**config.mk**
```make
export PLATFORM = sky130hd
export DESIGN_NAME = key_switch_input
export DESIGN_NICKNAME = d
export VERILOG_FILES = /design/src/rtl/key_switch_input_pkg.sv /design/src/rtl/key_switch_input_key_debouncer.sv /design/src/rtl/key_switch_input.sv
export SDC_FILE = /design/constraint.sdc
export NUM_CORES = 1
export LEC_CHECK = 0
export ABC_CLOCK_PERIOD_IN_PS = 3000
export BUFFER_PORTS_ARGS = -buffer_cell sky130_fd_sc_hd__buf_2
export CORE_MARGIN = 4
export CORE_UTILIZATION = 59
export CTS_CLUSTER_SIZE = 24
export DETAILED_ROUTE_END_ITERATION = 8
export PLACE_DENSITY = 0.86
export SETUP_SLACK_MARGIN = 0.02
export SYNTH_ARGS = -nofsm -noshare
export SYNTH_HDL_FRONTEND = slang
export SYNTH_SLANG_ARGS = --single-unit
```
**constraint.sdc**
```tcl
create_clock -name Clk -period 3 [get_ports Clk]
set_clock_uncertainty 0.05 [all_clocks]
set_input_delay 0.6 -clock Clk [delete_from_list [all_inputs] [get_ports Clk]]
set_output_delay 0.6 -clock Clk [all_outputs]
set_load 0.01 [all_outputs]
```
**src/rtl/key_switch_input_pkg.sv**
```systemverilog
// Register map shared by the key/switch input peripheral, the bridge decoder
// and the software headers.
package key_switch_input_pkg;

  localparam logic [1:0] SW_LO = 2'd0;
  localparam logic [1:0] SW_HI = 2'd1;
  localparam logic [1:0] KEY   = 2'd2;
  localparam logic [1:0] CTRL  = 2'd3;

  localparam int PEND_LSB = 0;
  localparam int MASK_LSB = 8;

endpackage

```
**src/rtl/key_switch_input_key_debouncer.sv**
```systemverilog
// One push-button: 2-flop synchroniser, inversion to pressed-high, and a
// hold counter that accepts a new level after DEBOUNCE_CYCLES cycles.
module key_debouncer #(
  parameter int DEBOUNCE_CYCLES = 500000,
  parameter int CNT_W           = 20
) (
  input  logic Clk,
  input  logic Reset,
  input  logic keyN_i,
  output logic stable_o,
  output logic press_o
);

  localparam logic [CNT_W-1:0] CNT_LAST = CNT_W'(DEBOUNCE_CYCLES - 1);

  logic [1:0]       sync_q;
  logic [CNT_W-1:0] cnt_q, cnt_d;
  logic             stable_q, stable_d;
  logic             level;
  logic             accept;

  assign level    = ~sync_q[1];
  assign accept   = (level != stable_q) && (cnt_q == CNT_LAST);
  assign press_o  = accept && level;
  assign stable_o = stable_q;

  always_comb begin
    cnt_d    = cnt_q;
    stable_d = stable_q;
    if (level == stable_q) begin
      cnt_d = '0;
    end else if (accept) begin
      stable_d = level;
      cnt_d    = '0;
    end else begin
      cnt_d = cnt_q + CNT_W'(1);
    end
  end

  // Sync flops reset to the released level so a held key re-debounces cleanly.
  always_ff @(posedge Clk) begin
    if (Reset) begin
      sync_q   <= 2'b11;
      cnt_q    <= '0;
      stable_q <= 1'b0;
    end else begin
      sync_q   <= {sync_q[0], keyN_i};
      cnt_q    <= cnt_d;
      stable_q <= stable_d;
    end
  end

endmodule

```
**src/rtl/key_switch_input.sv**
```systemverilog
// Bus-slave input peripheral: debounced DIP switches and push-buttons, sticky
// key-press pending bits and a maskable level interrupt.
module key_switch_input
  import key_switch_input_pkg::*;
#(
  parameter int DEBOUNCE_CYCLES = 500000,
  parameter int CNT_W           = 20
) (
  input  logic        Clk,
  input  logic        Reset,
  input  logic [1:0]  Addr,
  input  logic        WE,
  input  logic [3:0]  BE,
  input  logic [31:0] DIn,
  output logic [31:0] DOut,
  output logic        IRQ,
  input  logic [63:0] dip_sw,
  input  logic [7:0]  key_n
);

  localparam logic [CNT_W-1:0] TICK_LAST = CNT_W'(DEBOUNCE_CYCLES - 1);

  logic [63:0]      swSync1_q, swSync2_q, swSample_q, swStable_q;
  logic [CNT_W-1:0] tickCnt_q;
  logic             tick;
  logic [7:0]       keyStable, keyPress;
  logic [7:0]       pending_q, pending_d;
  logic [7:0]       mask_q, mask_d;
  logic             irq_q;
  logic             ctrlWrite;
  logic             unusedBits;

  assign unusedBits = ^{BE[3:2], DIn[31:16]};

  for (genvar i = 0; i < 8; i++) begin : gKey
    key_debouncer #(
      .DEBOUNCE_CYCLES(DEBOUNCE_CYCLES),
      .CNT_W          (CNT_W)
    ) uDebouncer (
      .Clk     (Clk),
      .Reset   (Reset),
      .keyN_i  (key_n[i]),
      .stable_o(keyStable[i]),
      .press_o (keyPress[i])
    );
  end

  assign tick      = (tickCnt_q == TICK_LAST);
  assign ctrlWrite = WE && (Addr == CTRL);

  // A press landing together with a W1C of the same bit keeps the bit set.
  always_comb begin
    pending_d = pending_q;
    mask_d    = mask_q;
    if (ctrlWrite && BE[0]) begin
      pending_d = pending_q & ~DIn[PEND_LSB +: 8];
    end
    pending_d = pending_d | keyPress;
    if (ctrlWrite && BE[1]) begin
      mask_d = DIn[MASK_LSB +: 8];
    end
  end

  always_ff @(posedge Clk) begin
    if (Reset) begin
      swSync1_q  <= '0;
      swSync2_q  <= '0;
      swSample_q <= '0;
      swStable_q <= '0;
      tickCnt_q  <= '0;
      pending_q  <= '0;
      mask_q     <= '0;
      irq_q      <= 1'b0;
    end else begin
      swSync1_q <= dip_sw;
      swSync2_q <= swSync1_q;
      tickCnt_q <= tick ? '0 : tickCnt_q + CNT_W'(1);
      // Switches are accepted only when two successive tick samples agree.
      if (tick) begin
        swSample_q <= swSync2_q;
        if (swSync2_q == swSample_q) begin
          swStable_q <= swSync2_q;
        end
      end
      pending_q <= pending_d;
      mask_q    <= mask_d;
      irq_q     <= |(pending_q & mask_q);
    end
  end

  assign IRQ = irq_q;

  always_comb begin
    DOut = '0;
    case (Addr)
      SW_LO:   DOut = swStable_q[31:0];
      SW_HI:   DOut = swStable_q[63:32];
      KEY:     DOut = {24'b0, keyStable};
      default: DOut = {16'b0, mask_q, pending_q};
    endcase
  end

endmodule
```
==> results.json <==
{
  "status": "finished clean",
  "synth_seq_cells": 477,
  "hp-class": "primary input to flip-flop",
  "post_cts_buffers": 0,
  "power.leakage_nw": 7.29,
  "antenna_found_initial": 0,
  "portBuffers": 127,
  "n_antenna_cell": 0,
  "clkLatencyLatePin_ns": 0.57,
  "tns_ns": 0,
  "fin_crit_ns": 2.58,
  "maxSlewViolCount": 0,
  "die_area_um2": 34000,
  "routabilityCongestion": 0.858,
  "power.total_mw": 13.2,
  "cts_tree": "built",
  "synth_nets": 2158,
  "num_rows": 64,
  "final_common_cell": "dfxtp_1",
  "grt_util_all_layers_pct": 23.9,
  "arrival_ns": 1.93,
  "cts_max_path_buffers": 3,
  "wirelength_mm": 41.8,
  "postSynthCellCount": 2036,
  "n_fill_cell": 2273,
  "dpl.hpwl_mm": 28.1,
  "crit_path_max_fanout": 13,
  "grt_max_degree": 116,
  "cpPeakStageDelay_ns": 0.29,
  "grt_pass1_vias": 13900,
  "cts_hold_buf": 0,
  "rsz0062_at_grt": "no",
  "maxCapViolCount": 0,
  "peakVddDrop_uv": 472,
  "first_iter_violations": 1217,
  "h-tree-depth": 2,
  "yosysUniqueCellTypes": 35,
  "crit_path_end_kind": "output port",
  "clk_pin_slew_worst_paths_ns": 0.07,
  "path_buf_inv": 4,
  "die_x_um": 184,
  "clkSinkCount": 477,
  "crit_path_start_kind": "primary input",
  "vias": 14400,
  "ant_nets": 0,
  "cts_root_buf": "clkbuf_16",
  "crit_type": "primary input to output port",
  "die-height_um": 184,
  "io_pins": 146,
  "required_ns": 2.35,
  "p_per_area_nw_per_um2": 630,
  "finalHoldViolCount": 0,
  "seq_area_frac_synth_pct": 52.0,
  "synth.avg_cell_area_um2": 9.02,
  "min_period_over_period_pct": 86.0,
  "final_cell_mix": "dfxtp_1, nor2_1, nand2_1, a21oi_1, nor2b_1",
  "start_util_pct": 59.9,
  "setup_viol": 0,
  "drtPass1Iterations": 5,
  "cp_top_family": "buffers and inverters",
  "avgViaCountPerCell": 5.63,
  "fmax_mhz": 388,
  "utilization_pct": 68.2,
  "cts-resized-gates": 0,
  "drc": 0,
  "ys_warn_count": 0,
  "slowest_stage": "buf_4",
  "drive_above_1_share_pct": 11.8,
  "core_um2": 30700,
  "area_growth_syn_to_layout_pct": 13.9,
  "max_slew_margin_pct": 51.9,
  "synthesis.area_um2": 18400,
  "tightest_slew_ns": 0.722,
  "grt_pass1_wl_mm": 67.6,
  "path_cells": "buf_2 -> buf_4 -> buf_4 -> mux2i_1 -> nor2_1 -> buf_2",
  "wire_per_inst_um": 16.3,
  "nets": 2246,
  "cts_buffers": 47,
  "grt.overflow.total": 0
}
[through the flow]
step / setup slack (ns) / hold WS [ns] / cells / cell area (µm²)
3_5_place_dp: 0.449 / 0.346 / 2471 / 19200
3_3_place_gp: 0.437 / 0.341 / 2471 / 19200
6_report: 0.421 / 0.188 / 2559 / 20900
4_1_cts: 0.436 / 0.173 / 2559 / 20900
5_1_grt: 0.305 / 0.183 / 2559 / 20900
2_1_floorplan: 0.399 / 0.339 / 2036 / 18400
[final cells by class]
class / instances / area [µm²] / share of cell area, %
inverters: 20 / 75.1 / 0.359
clock buffers: 65 / 1300 / 6.24
flip-flops and latches: 477 / 9550 / 45.7
repair buffers: 142 / 808 / 3.87
multi-input cells: 1436 / 8280 / 39.6
well taps: 396 / 495 / 2.37
clock inverters: 23 / 392 / 1.87
[sequential cells by signal, indices dropped and copies added, names as in the netlist]
signal,count
gKey.uDebouncer.stable_o,8
swStable_q,64
tickCnt_q,20
swSync1_q,64
swSample_q,64
mask_q,8
gKey.uDebouncer.sync_q,16
pending_q,8
gKey.uDebouncer.cnt_q,160
IRQ,1
swSync2_q,64
[power by group]
part	switching, mW	internal, mW
Combinational	0.189	0.154
Sequential	0.0773	6.43
Clock	2.46	3.85
Total	2.72	10.4
[logic make-up (layout without fill, tap and decap cells)]
group                      count (synthesis)  in the layout  synth area share, %
and+or+nand+nor                          930            930                 24.6
DFF                                      477            477                 52.0
AOI/OAI and AO/OA                        233            233                 6.48
xor gates and xnor gates                 232            232                 11.1
buffers and inverters                    123            250                 2.94
muxes                                     32             32                 2.29
adders and majority gates                  9              9                0.613
[cells in the mapped netlist]
| master | number | share of area [%] |
|---|---|---|
| dfxtp_1 | 477 | 52 |
| nor2_1 | 247 | 5.1 |
| nand2_1 | 228 | 4.7 |
| a21oi_1 | 150 | 4.1 |
| nor2b_1 | 130 | 4.4 |
| nand3_1 | 129 | 3.5 |
| xnor2_1 | 128 | 6.1 |
| xor2_1 | 104 | 5.0 |
| o21ai_0 | 74 | 2.0 |
| clkbuf_1 | 71 | 1.5 |
| nand4_1 | 55 | 1.9 |
| nor4_1 | 25 | 0.85 |
| buf_2 | 24 | 0.65 |
| mux2i_1 | 24 | 1.3 |
| or2_2 | 22 | 0.75 |
| inv_1 | 20 | 0.41 |
| nor3_1 | 20 | 0.55 |
| and3_1 | 19 | 0.65 |
| or3_1 | 13 | 0.44 |
| nand2b_1 | 12 | 0.41 |
| and4_1 | 11 | 0.52 |
| ha_1 | 9 | 0.61 |
| mux4_2 | 8 | 0.98 |
| a22oi_1 | 6 | 0.25 |
| buf_6 | 6 | 0.37 |
| nor4b_1 | 6 | 0.29 |
| or4_1 | 4 | 0.16 |
| and2_1 | 3 | 0.10 |
| or4b_2 | 3 | 0.16 |
| a211oi_1 | 2 | 0.082 |
| nand4b_1 | 2 | 0.095 |
| a41oi_1 | 1 | 0.048 |
| buf_1 | 1 | 0.020 |
| buf_4 | 1 | 0.041 |
| nor4_2 | 1 | 0.068 |
[worst register-to-register path, delay by kind of cell (launching register included)]
family           cells  cell delay [ns]
DFF                  1             0.35
and+or+nand+nor      4             2.02
[final timing paths]
| check | startpoint | end | slack, ns | cells past startpoint |
|---|---|---|---|---|
| max | Addr[0] | DOut[27] | 0.42 | 6 |
| min | dip_sw[45] | swSync1_q[45] | 0.19 | 2 |
| max reg2reg | gKey[4].uDebouncer.cnt_q[10] | gKey[4].uDebouncer.cnt_q[8] | 0.43 | 4 |
| min reg2reg | gKey[2].uDebouncer.sync_q[0] | gKey[2].uDebouncer.sync_q[1] | 0.35 | 1 |
[per-layer routing]
metal,track usage (%),wire (µm)
met3,3.28,2580
met5,0,0
met4,9.85,1680
met1,31.1,17400
met2,40.4,20100
Power figures use the tool's default switching activity.
